$ cat src/rtl/alu_seq.sv
// alu_seq: registered, handshaked ALU with a result/flag output buffer.
//
// One operation is accepted per input transfer (in_valid & in_ready) and its
// result is returned through a single-entry output buffer on a valid/ready
// channel. Single-cycle ops appear in the buffer on the transfer edge itself.
// MUL (opcode 1010) runs a shift-add multiplier: busy for WIDTH cycles, then
// the product is written into the buffer.
//
// Build option: define ALU_SEQ_MUL_EN to compile in the multiplier. Without
// it, opcode 1010 is illegal, there is no multiplier logic, and busy is 0.
//
// Ports:
//   clk, rst              rising-edge clock, synchronous active-high reset
//   in_valid / in_ready   operand channel handshake (in_ready combinational)
//   a, b, op, flag_in     operands, opcode, carry-in / operand select / fill
//   out_valid / out_ready result channel handshake
//   result, result_hi     result (MUL: low / high product halves)
//   z, c, n, v, err       zero, carry/borrow, sign, overflow, illegal opcode
//   busy                  multiplier iterating
module alu_seq #(
  parameter int WIDTH = 4
) (
  input  logic             clk,
  input  logic             rst,
  input  logic             in_valid,
  output logic             in_ready,
  input  logic [WIDTH-1:0] a,
  input  logic [WIDTH-1:0] b,
  input  logic [3:0]       op,
  input  logic             flag_in,
  output logic             out_valid,
  input  logic             out_ready,
  output logic [WIDTH-1:0] result,
  output logic [WIDTH-1:0] result_hi,
  output logic             z,
  output logic             c,
  output logic             n,
  output logic             v,
  output logic             err,
  output logic             busy
);

  typedef enum logic [3:0] {
    OP_AND = 4'b0000, OP_OR  = 4'b0001, OP_ADD = 4'b0010, OP_INC = 4'b0011,
    OP_DEC = 4'b0100, OP_NOT = 4'b0101, OP_SUB = 4'b0110, OP_XOR = 4'b0111,
    OP_SHR = 4'b1000, OP_SHL = 4'b1001, OP_MUL = 4'b1010
  } op_e;

  typedef enum logic [1:0] {IDLE, MUL_RUN, DONE} state_e;

  localparam logic [WIDTH-1:0] WB = WIDTH'(WIDTH);

  state_e state, state_next;

  logic               in_fire, is_mul, mul_start, run_last;
  logic [2*WIDTH-1:0] mul_prod;

  assign in_fire   = in_valid & in_ready;
  assign mul_start = in_fire & is_mul;

  // ---------------- single-cycle ALU ----------------
  logic [WIDTH-1:0]   alu_res, sel;
  logic               alu_c, alu_v, alu_err;
  logic [WIDTH:0]     sum, diff, shr_c, shl_c;
  logic [2*WIDTH-1:0] shr_ext, shl_ext;

  always_comb begin
    // NOTE: every signal gets a default before the case so no path can leave
    // one unassigned, which would infer a latch.
    alu_res = '0;
    alu_c   = 1'b0;
    alu_v   = 1'b0;
    alu_err = 1'b0;
    sum     = '0;
    diff    = '0;
    shr_ext = '0;
    shl_ext = '0;
    shr_c   = '0;
    shl_c   = '0;
    sel     = flag_in ? b : a;
    case (op)
      OP_AND: alu_res = a & b;
      OP_OR:  alu_res = a | b;
      OP_XOR: alu_res = a ^ b;
      OP_NOT: alu_res = ~sel;
      OP_ADD: begin
        sum     = {1'b0, a} + {1'b0, b} + {{WIDTH{1'b0}}, flag_in};
        alu_res = sum[WIDTH-1:0];
        alu_c   = sum[WIDTH];
        alu_v   = (a[WIDTH-1] == b[WIDTH-1]) && (alu_res[WIDTH-1] != a[WIDTH-1]);
      end
      OP_SUB: begin
        diff    = {1'b0, a} - {1'b0, b} - {{WIDTH{1'b0}}, flag_in};
        alu_res = diff[WIDTH-1:0];
        alu_c   = diff[WIDTH];
        alu_v   = (a[WIDTH-1] != b[WIDTH-1]) && (alu_res[WIDTH-1] != a[WIDTH-1]);
      end
      OP_INC: begin
        alu_res = sel + WIDTH'(1);
        alu_c   = &sel;
      end
      OP_DEC: begin
        alu_res = sel - WIDTH'(1);
        alu_c   = ~|sel;
      end
      // Shifting a double-width {fill, a} pulls flag_in into vacated bits; a
      // spare bit beside a catches the last bit shifted out. Shifts of WIDTH
      // or more give all-fill with c=0, so they bypass the shifter.
      OP_SHR: begin
        if (b >= WB) begin
          alu_res = {WIDTH{flag_in}};
        end else begin
          shr_ext = {{WIDTH{flag_in}}, a} >> b;
          shr_c   = {a, 1'b0} >> b;
          alu_res = shr_ext[WIDTH-1:0];
          alu_c   = shr_c[0];
        end
      end
      OP_SHL: begin
        if (b >= WB) begin
          alu_res = {WIDTH{flag_in}};
        end else begin
          shl_ext = {a, {WIDTH{flag_in}}} << b;
          shl_c   = {1'b0, a} << b;
          alu_res = shl_ext[2*WIDTH-1:WIDTH];
          alu_c   = shl_c[WIDTH];
        end
      end
      // Illegal opcodes; MUL lands here too but, when the multiplier is
      // built, its result comes from the multiplier path instead.
      default: alu_err = 1'b1;
    endcase
  end

  // ---------------- shift-add multiplier ----------------
`ifdef ALU_SEQ_MUL_EN
  localparam int            CW       = (WIDTH > 2) ? $clog2(WIDTH) : 1;
  localparam logic [CW-1:0] LAST_RUN = CW'(WIDTH - 2);

  logic [WIDTH-1:0]   mcand;
  logic [2*WIDTH-1:0] prod;
  logic [2*WIDTH-1:0] prod_next;
  logic [WIDTH:0]     psum;
  logic [CW-1:0]      step;

  assign is_mul = (op == OP_MUL);

  // prod holds {partial sum, remaining multiplier bits}: add the multiplicand
  // into the top half when the current multiplier bit is set, then shift the
  // whole register right. After WIDTH steps it is the full product.
  assign psum      = {1'b0, prod[2*WIDTH-1:WIDTH]} + (prod[0] ? {1'b0, mcand} : '0);
  assign prod_next = {psum, prod[WIDTH-1:1]};
  assign mul_prod  = prod_next;

  // WIDTH-1 steps happen in MUL_RUN; the last step's result goes straight
  // into the output buffer from DONE.
  assign run_last = (state == MUL_RUN) && (step == LAST_RUN);

  always_ff @(posedge clk) begin
    if (rst) begin
      mcand <= '0;
      prod  <= '0;
      step  <= '0;
    end else if (mul_start) begin
      mcand <= a;
      prod  <= {{WIDTH{1'b0}}, b};
      step  <= '0;
    end else if (state == MUL_RUN) begin
      prod <= prod_next;
      step <= step + CW'(1);
    end
  end
`else
  assign is_mul   = 1'b0;
  assign run_last = 1'b0;
  assign mul_prod = '0;
`endif

  // ---------------- control FSM ----------------
  always_ff @(posedge clk) begin
    // NOTE: sequential state uses non-blocking assignments so every register
    // samples pre-edge values regardless of block ordering.
    if (rst) state <= IDLE;
    else     state <= state_next;
  end

  always_comb begin
    state_next = state;
    case (state)
      IDLE:    if (mul_start) state_next = MUL_RUN;
      MUL_RUN: if (run_last)  state_next = DONE;
      DONE:    state_next = IDLE;
      default: state_next = IDLE;
    endcase
  end

  always_comb begin
    in_ready = !rst && (state == IDLE) && (!out_valid || out_ready);
`ifdef ALU_SEQ_MUL_EN
    busy = (state != IDLE);
`else
    busy = 1'b0;
`endif
  end

  // ---------------- output buffer ----------------
  // Loading a new result takes priority over draining, so a simultaneous
  // output and input transfer keeps out_valid high with no bubble.
  always_ff @(posedge clk) begin
    if (rst) begin
      out_valid <= 1'b0;
      result    <= '0;
      result_hi <= '0;
      z         <= 1'b0;
      c         <= 1'b0;
      n         <= 1'b0;
      v         <= 1'b0;
      err       <= 1'b0;
    end else if (in_fire && !is_mul) begin
      out_valid <= 1'b1;
      result    <= alu_res;
      result_hi <= '0;
      z         <= ~|alu_res;
      c         <= alu_c;
      n         <= alu_res[WIDTH-1];
      v         <= alu_v;
      err       <= alu_err;
    end else if (state == DONE) begin
      out_valid <= 1'b1;
      result    <= mul_prod[WIDTH-1:0];
      result_hi <= mul_prod[2*WIDTH-1:WIDTH];
      z         <= ~|mul_prod;
      c         <= |mul_prod[2*WIDTH-1:WIDTH];
      n         <= mul_prod[WIDTH-1];
      v         <= 1'b0;
      err       <= 1'b0;
    end else if (out_ready) begin
      out_valid <= 1'b0;
    end
  end

endmodule
$ cat config.mk
export PLATFORM = sky130hd
export DESIGN_NAME = alu_seq
export DESIGN_NICKNAME = d
export VERILOG_FILES = /design/src/rtl/alu_seq.sv
export SDC_FILE = /design/constraint.sdc
export NUM_CORES = 1
export LEC_CHECK = 0
export CORE_UTILIZATION = 57
export DETAILED_ROUTE_END_ITERATION = 8
export MAX_ROUTING_LAYER = met4
export PLACE_DENSITY = 0.9
export SETUP_SLACK_MARGIN = 0.15
export SLEW_MARGIN = 20
export SYNTH_ARGS = -nofsm -noshare
export SYNTH_HDL_FRONTEND = slang
export SYNTH_SLANG_ARGS = --single-unit
export TNS_END_PERCENT = 5
$ cat constraint.sdc
create_clock -name clk -period 4.1 [get_ports clk]
set_input_delay 0.82 -clock clk [delete_from_list [all_inputs] [get_ports clk]]
set_output_delay 0.82 -clock clk [all_outputs]
set_load 0.02 [all_outputs]
# ---- Yosys cells after proc, flatten, opt, wreduce, memory -nomap -nowiden
# Index checks and enable logic that the tools add are counted.
dict set report totals {
  ff_bits 10
  inputBits 17
  wordCells 67
}
dict set report classes {
  addsub 6
  n_lt_le_gt_ge 1
  eq_ne 13
  n_shift 4
  muxes 17
  n_bitwise 5
  n_reduce_logical 14
}
# cell count
set op_table {}
lappend op_table {{one-hot mux 4 bit (10 select lines)} 1}
lappend op_table {{equality test 4 x 3 -> 1 bit, second input constant} 4}
lappend op_table {{2-to-1 mux 4 bit} 4}
lappend op_table {{2-to-1 mux 1 bit} 10}
lappend op_table {{OR reduction 10 bit} 1}
lappend op_table {{equality test 4 x 2 -> 1 bit, second input constant} 2}
lappend op_table {{equality test 4 bit, second input constant} 2}
lappend op_table {{OR reduction 4 bit} 2}
lappend op_table {{<< shifter 8 x 4 -> 8 bit} 1}
lappend op_table {{right shift 8 x 4 -> 4 bit} 1}
lappend op_table {{one-hot mux 1 bit (6 select lines)} 1}
lappend op_table {{adder 4 x 4 -> 5 bit} 1}
lappend op_table {{adder 5 x 1 -> 5 bit} 1}
lappend op_table {{<< shifter 4 x 4 -> 5 bit} 1}
lappend op_table {{right shift 5 x 4 -> 1 bit} 1}
lappend op_table {{subtractor 4 x 4 -> 5 bit} 1}
lappend op_table {{subtractor 5 x 1 -> 5 bit} 1}
lappend op_table {{adder 4 x 1 -> 4 bit, second input constant} 1}
lappend op_table {{AND 4 bit} 1}
lappend op_table {{equality test 4 x 1 -> 1 bit, second input constant} 1}
lappend op_table {{>= comparator 4 x 3 -> 1 bit, second input constant} 1}
lappend op_table {{zero test 1 bit} 4}
lappend op_table {{zero test 4 bit} 1}
lappend op_table {{inverter 4 bit} 1}
lappend op_table {{11 further kinds} 15}

# ---- Logic depth before layout (Yosys ltp)
dict set report depth {
  ltp_word 6
  depth_mapped 11
  mapped_depth_nobuf 10
}

# ---- Worst setup path after synthesis
# No wires, ideal clock.
dict set report synth_path {
  kind {input to register}
  from {in b[0]}
  to {reg z}
  setup_time_ps 87
  arrival_ps 2653
  required_ps 4013
  setup_slack_ps 1360
  stages 11
  path_buffers 1
  path_cell_list {buf_2 inv_1 fa_1 inv_1 fa_1 nand2_1 o21ai_0 xnor2_1 o211ai_1 or3_1 o31ai_1}
}
dict set report synth_via {
  elab_chain_len 6
  word_cells_on_any_way 20
}
# item line_no
set synth_rtl {}
lappend synth_rtl {{start, declared} 28} ;# input logic [WIDTH-1:0] b,
lappend synth_rtl {{subtractor 4 x 4 -> 5 bit (tied with other cells)} 93} ;# diff = {1'b0, a} - {1'b0, b} - {{WIDTH{1'b0}}, flag_in};
lappend synth_rtl {{subtractor 5 x 1 -> 5 bit (tied with other cells)} 93}
lappend synth_rtl {{one-hot mux 4 bit (10 select lines) (*)} 81} ;# case (op)
lappend synth_rtl {{OR reduction 4 bit (*)} 223} ;# z <= ~|alu_res;
lappend synth_rtl {{zero test 1 bit (*)} 223}
lappend synth_rtl {{2-to-1 mux 1 bit (*)} 219} ;# end else if (in_fire && !is_mul) begin
lappend synth_rtl {{end signal, assigned} 223}
lappend synth_rtl {{end signal, assigned} 232} ;# z <= ~|mul_prod;
lappend synth_rtl {{end, declared} 35} ;# output logic z,
# Every way passes the cells marked *; elsewhere a longest branch is shown, timed or not. The select of a mux whose other input is x is not followed.
# A chain may end at the register's enable or synchronous reset.

# ---- Worst setup path in the final report
dict set report layout_path {
  from {in flag_in}
  to {reg v}
}
dict set report layout_via {
  elab_chain_len 5
  word_cells_on_any_way 8
}
# item line_no
set layout_rtl {}
lappend layout_rtl {{start, declared} 30} ;# input logic flag_in,
lappend layout_rtl {{subtractor 5 x 1 -> 5 bit or adder 5 x 1 -> 5 bit (tied branches)} {93, 87}}
lappend layout_rtl {{inequality test 1 bit (on tied branches)} {96, 90}}
lappend layout_rtl {{logical AND 1 bit (on tied branches)} {96, 90}}
lappend layout_rtl {{one-hot mux 1 bit (2 select lines) (*)} 81}
lappend layout_rtl {{2-to-1 mux 1 bit (*)} 219}
lappend layout_rtl {{end signal, assigned} 226} ;# v <= alu_v;
lappend layout_rtl {{end, declared} 38} ;# output logic v,
# Marked as above.

==> results.py <==
metrics = {
    "worst_setup_path": {
        "r2r-end": "z",
        "cp-start-kind": "input port",
        "ff2ff_path_depth": 6,
        "worstSetupPathType": "input port to flip-flop",
        "slowest_delay_ps": 700,
        "crit_path_top_delay_cell": "fa_1",
        "end_kind": "flip-flop",
        "r2r_start": "out_valid",
        "cp-endpoint": "v",
        "crit_required_ps": 4320,
        "crit_chain": "clkdlybuf4s50_1 -> fa_1 -> inv_1 -> ha_1 -> o21ai_0 -> nand2_1 -> xor2_1 -> a311oi_1 -> a211oi_1 -> a31o_2",
        "cp-startpoint": "flag_in",
        "cpLargestDelayFamily": "adder cells",
        "worst-path-stages": 10,
        "path_buf_inv": 2,
        "crit_arrival_ps": 3640,
        "reg2reg_slack_ps": 2100,
        "crit_fanout": 13,
    },
    "final_layout": {
        "final_cell_mix": "clkdlybuf4s50_1, inv_1, nor2_1",
        "final_util_pct": 70.3,
        "layout_commonest_cell": "clkdlybuf4s50_1",
        "area.sequential_um2": 180,
        "area_delta_synth_final_pct": 17.3,
        "drive_above_1_share_pct": 9.40,
        "antenna_cells": 0,
        "finalNetCount": 272,
        "n_fill_cell": 237,
        "multi_input_area_um2": 1300,
    },
    "synthesis": {
        "synth_area_per_cell_um2": 7.91,
        "synthFlopType": "dfxtp_1",
        "synth_cell_types": 56,
        "ys_warn_count": 0,
        "synth_edf_count": 0,
        "yosysSeqAreaShare_pct": 10.9,
        "synthArstFlopShare_pct": 0,
        "synth_cells": 209,
        "synth_area_um2": 1650,
        "ys_ff_latch": 9,
    },
    "clock_tree": {
        "cts_setup_buffers": 0,
        "cts_buffers": 3,
        "cts.clk_slew.worst_paths_ps": 60,
        "cts_resized": 0,
        "cts_buffer_depth": 2,
        "cts_tree": "yes",
        "cts_sinks": 9,
        "clockRootBuffer": "clkbuf_4",
        "cts_hold_buf": 0,
        "h-tree-depth": 1,
        "clk_latency_ps": 270,
    },
    "pwr": {
        "leakage_nw": 0.806,
        "clkPwrFrac_pct": 18.9,
        "switchingPower_w": 0.000153,
        "p_seq_share_pct": 26.1,
        "power_density_nw_per_um2": 193,
        "p_comb_share_pct": 55.0,
        "intPower_w": 0.000222,
        "vdd_drop_max_uv": 178,
        "p_sw_share_pct": 40.8,
    },
    "drt": {
        "drtAntennaViolNets": 0,
        "drt_pass1_iterations": 5,
        "wl_per_cell_um": 15.5,
        "vias_per_cell": 6.30,
        "wl_mm": 4.10,
        "first_iter_violations": 78,
        "vias": 1670,
        "drc": 0,
    },
    "timing": {
        "fin_crit_sh_pct": 83.6,
        "fin_skew_ps": 2.63,
        "slew_violations": 0,
        "fin_crit_ps": 3430,
        "setup_violations": 0,
        "fin_ws_ps": 674,
        "worstMarginPinSlew_ps": 544,
        "rsz0062_at_grt": "false",
        "finalHoldViolations": 0,
        "slew_headroom_pct": 63.6,
        "max_freq_mhz": 292,
        "final.setup.tns_ps": 0,
    },
    "place": {
        "pre_cts_ws_ps": 450,
        "place_congestion": 0.985,
        "dp_hpwl_mm": 3.20,
        "port-buffer-count": 27,
    },
    "grt": {
        "first_global_vias": 1471,
        "globalRouteTotalUtil_pct": 28.4,
        "grt_pass1_wl_mm": 6.90,
        "grt_max_degree": 22,
        "antenna_found_initial": 0,
        "grt_overflow": 0,
    },
    "floorplan": {
        "start_util_pct": 59.9,
        "rows": 19,
        "die_h_um": 55.9,
        "core_um2": 2760,
        "die_w_um": 55.9,
        "dieArea_um2": 3120,
        "io_pins": 33,
    },
    "flow_run": {
        "drv_cap": 0,
    },
    "status": {
        "status": "finished, final reports clean",
    },
    "worst_hold_path": {
        "hp-class": "flip-flop to flip-flop",
    },
}
## cell type report
class | instances | area share, %
Timing Repair Buffer | 33 | 16.3
Inverter | 20 | 3.87
Multi-Input combinational cell | 168 | 67.2
Sequential cell | 9 | 9.29
Clock buffer | 4 | 1.35
Tap cell | 31 | 2.00
## worst reg2reg max path, stage by stage (launching register included)
cell,delay (ps)
dfxtp_1,300
nor2b_1,150
or3b_1,550
a2111o_1,430
nor4_2,210
nand2_1,80
o31ai_1,190
## worst min path at each step
| stage | from | endpoint | slack, ps | cells after the start |
|---|---|---|---|---|
| 2_1_floorplan | err | err | 520 | 2 |
| 3_3_place_gp | err | err | 440 | 2 |
| 3_5_place_dp | err | err | 450 | 2 |
| 4_1_cts | err | err | 460 | 2 |
| 5_1_grt | result[1] | result[1] | 490 | 2 |
| 6_report | err | err | 460 | 2 |
## synthesized netlist by cell type, types with 2 or more instances
library cell  count  area, µm²
buf_4             7       52.6
fa_1              5        100
a21oi_1          11       55.1
buf_2             5       25.0
xnor2_1           3       26.3
nand2b_1          2       12.5
mux4_1            2       52.6
ha_1             15        188
a32o_1            2       20.0
nor3_1            4       20.0
and2_1            2       12.5
o211ai_1          6       45.0
inv_1            19       71.3
and4_1            2       17.5
nand3_1           8       40.0
nor2b_1           5       31.3
nand2_1          17       63.8
o2111ai_1         2       17.5
mux2_2            5       56.3
nor2_1           19       71.3
dfxtp_1           9        180
xor2_1            3       26.3
o21ai_0           9       45.0
a311oi_1          2       17.5
mux2i_1           6       60.1
o2bb2ai_1         2       17.5
nand4_1           2       12.5
a211oi_1          4       30.0
buf_6             2       22.5
a31oi_1           3       18.8
## kinds of logic after synthesis
kind of cell,after synthesis,share of synthesized area (%)
AOI/OAI and AO/OA,54,24.4
xor gates and xnor gates,6,3.18
adders and majority gates,20,17.4
buffers and inverters,36,11.1
DFF,9,10.9
muxes,13,10.2
other,1,0.227
and+or+nand+nor,70,22.6
## per-layer routing
| layer | track usage [%] | vias up | part of all wire, % |
|---|---|---|---|
| met1 | 37.4 | 751 | 43 |
| met2 | 45.1 | 111 | 46 |
| met4 | 9.76 | 0 | 2.0 |
| met3 | 3.72 | 10 | 8.7 |
| li1 | - | 798 | - |
| met5 | - | - | 0 |
## state kept, by name (all words and copies together) (netlist names)
name,count
err,1
c,1
v,1
z,1
out_valid,1
result,4
## power by group through the flow
stage	Clock [W]	Combinational (W)	Sequential (W)
after global placement	0	0.000197	0.0000993
after detailed placement	0	0.000202	0.0000999
after floorplan	0	0.000129	0.000108
final	0.0000708	0.000206	0.0000977
after global routing	0.0000768	0.000225	0.0000986
after CTS	0.0000695	0.000203	0.0000979
## per-stage QoR
step                      area (µm²)  total power (W)  hold slack, ps  std cells
after floorplan                 1670         0.000237             524        213
after global placement          1910         0.000297             441        261
after detailed placement        1910         0.000302             454        261
after CTS                       1940         0.000371             463        265
after global routing            1940         0.000400             488        265
final                           1940         0.000375             463        265
(Power assumes the default switching activity.)
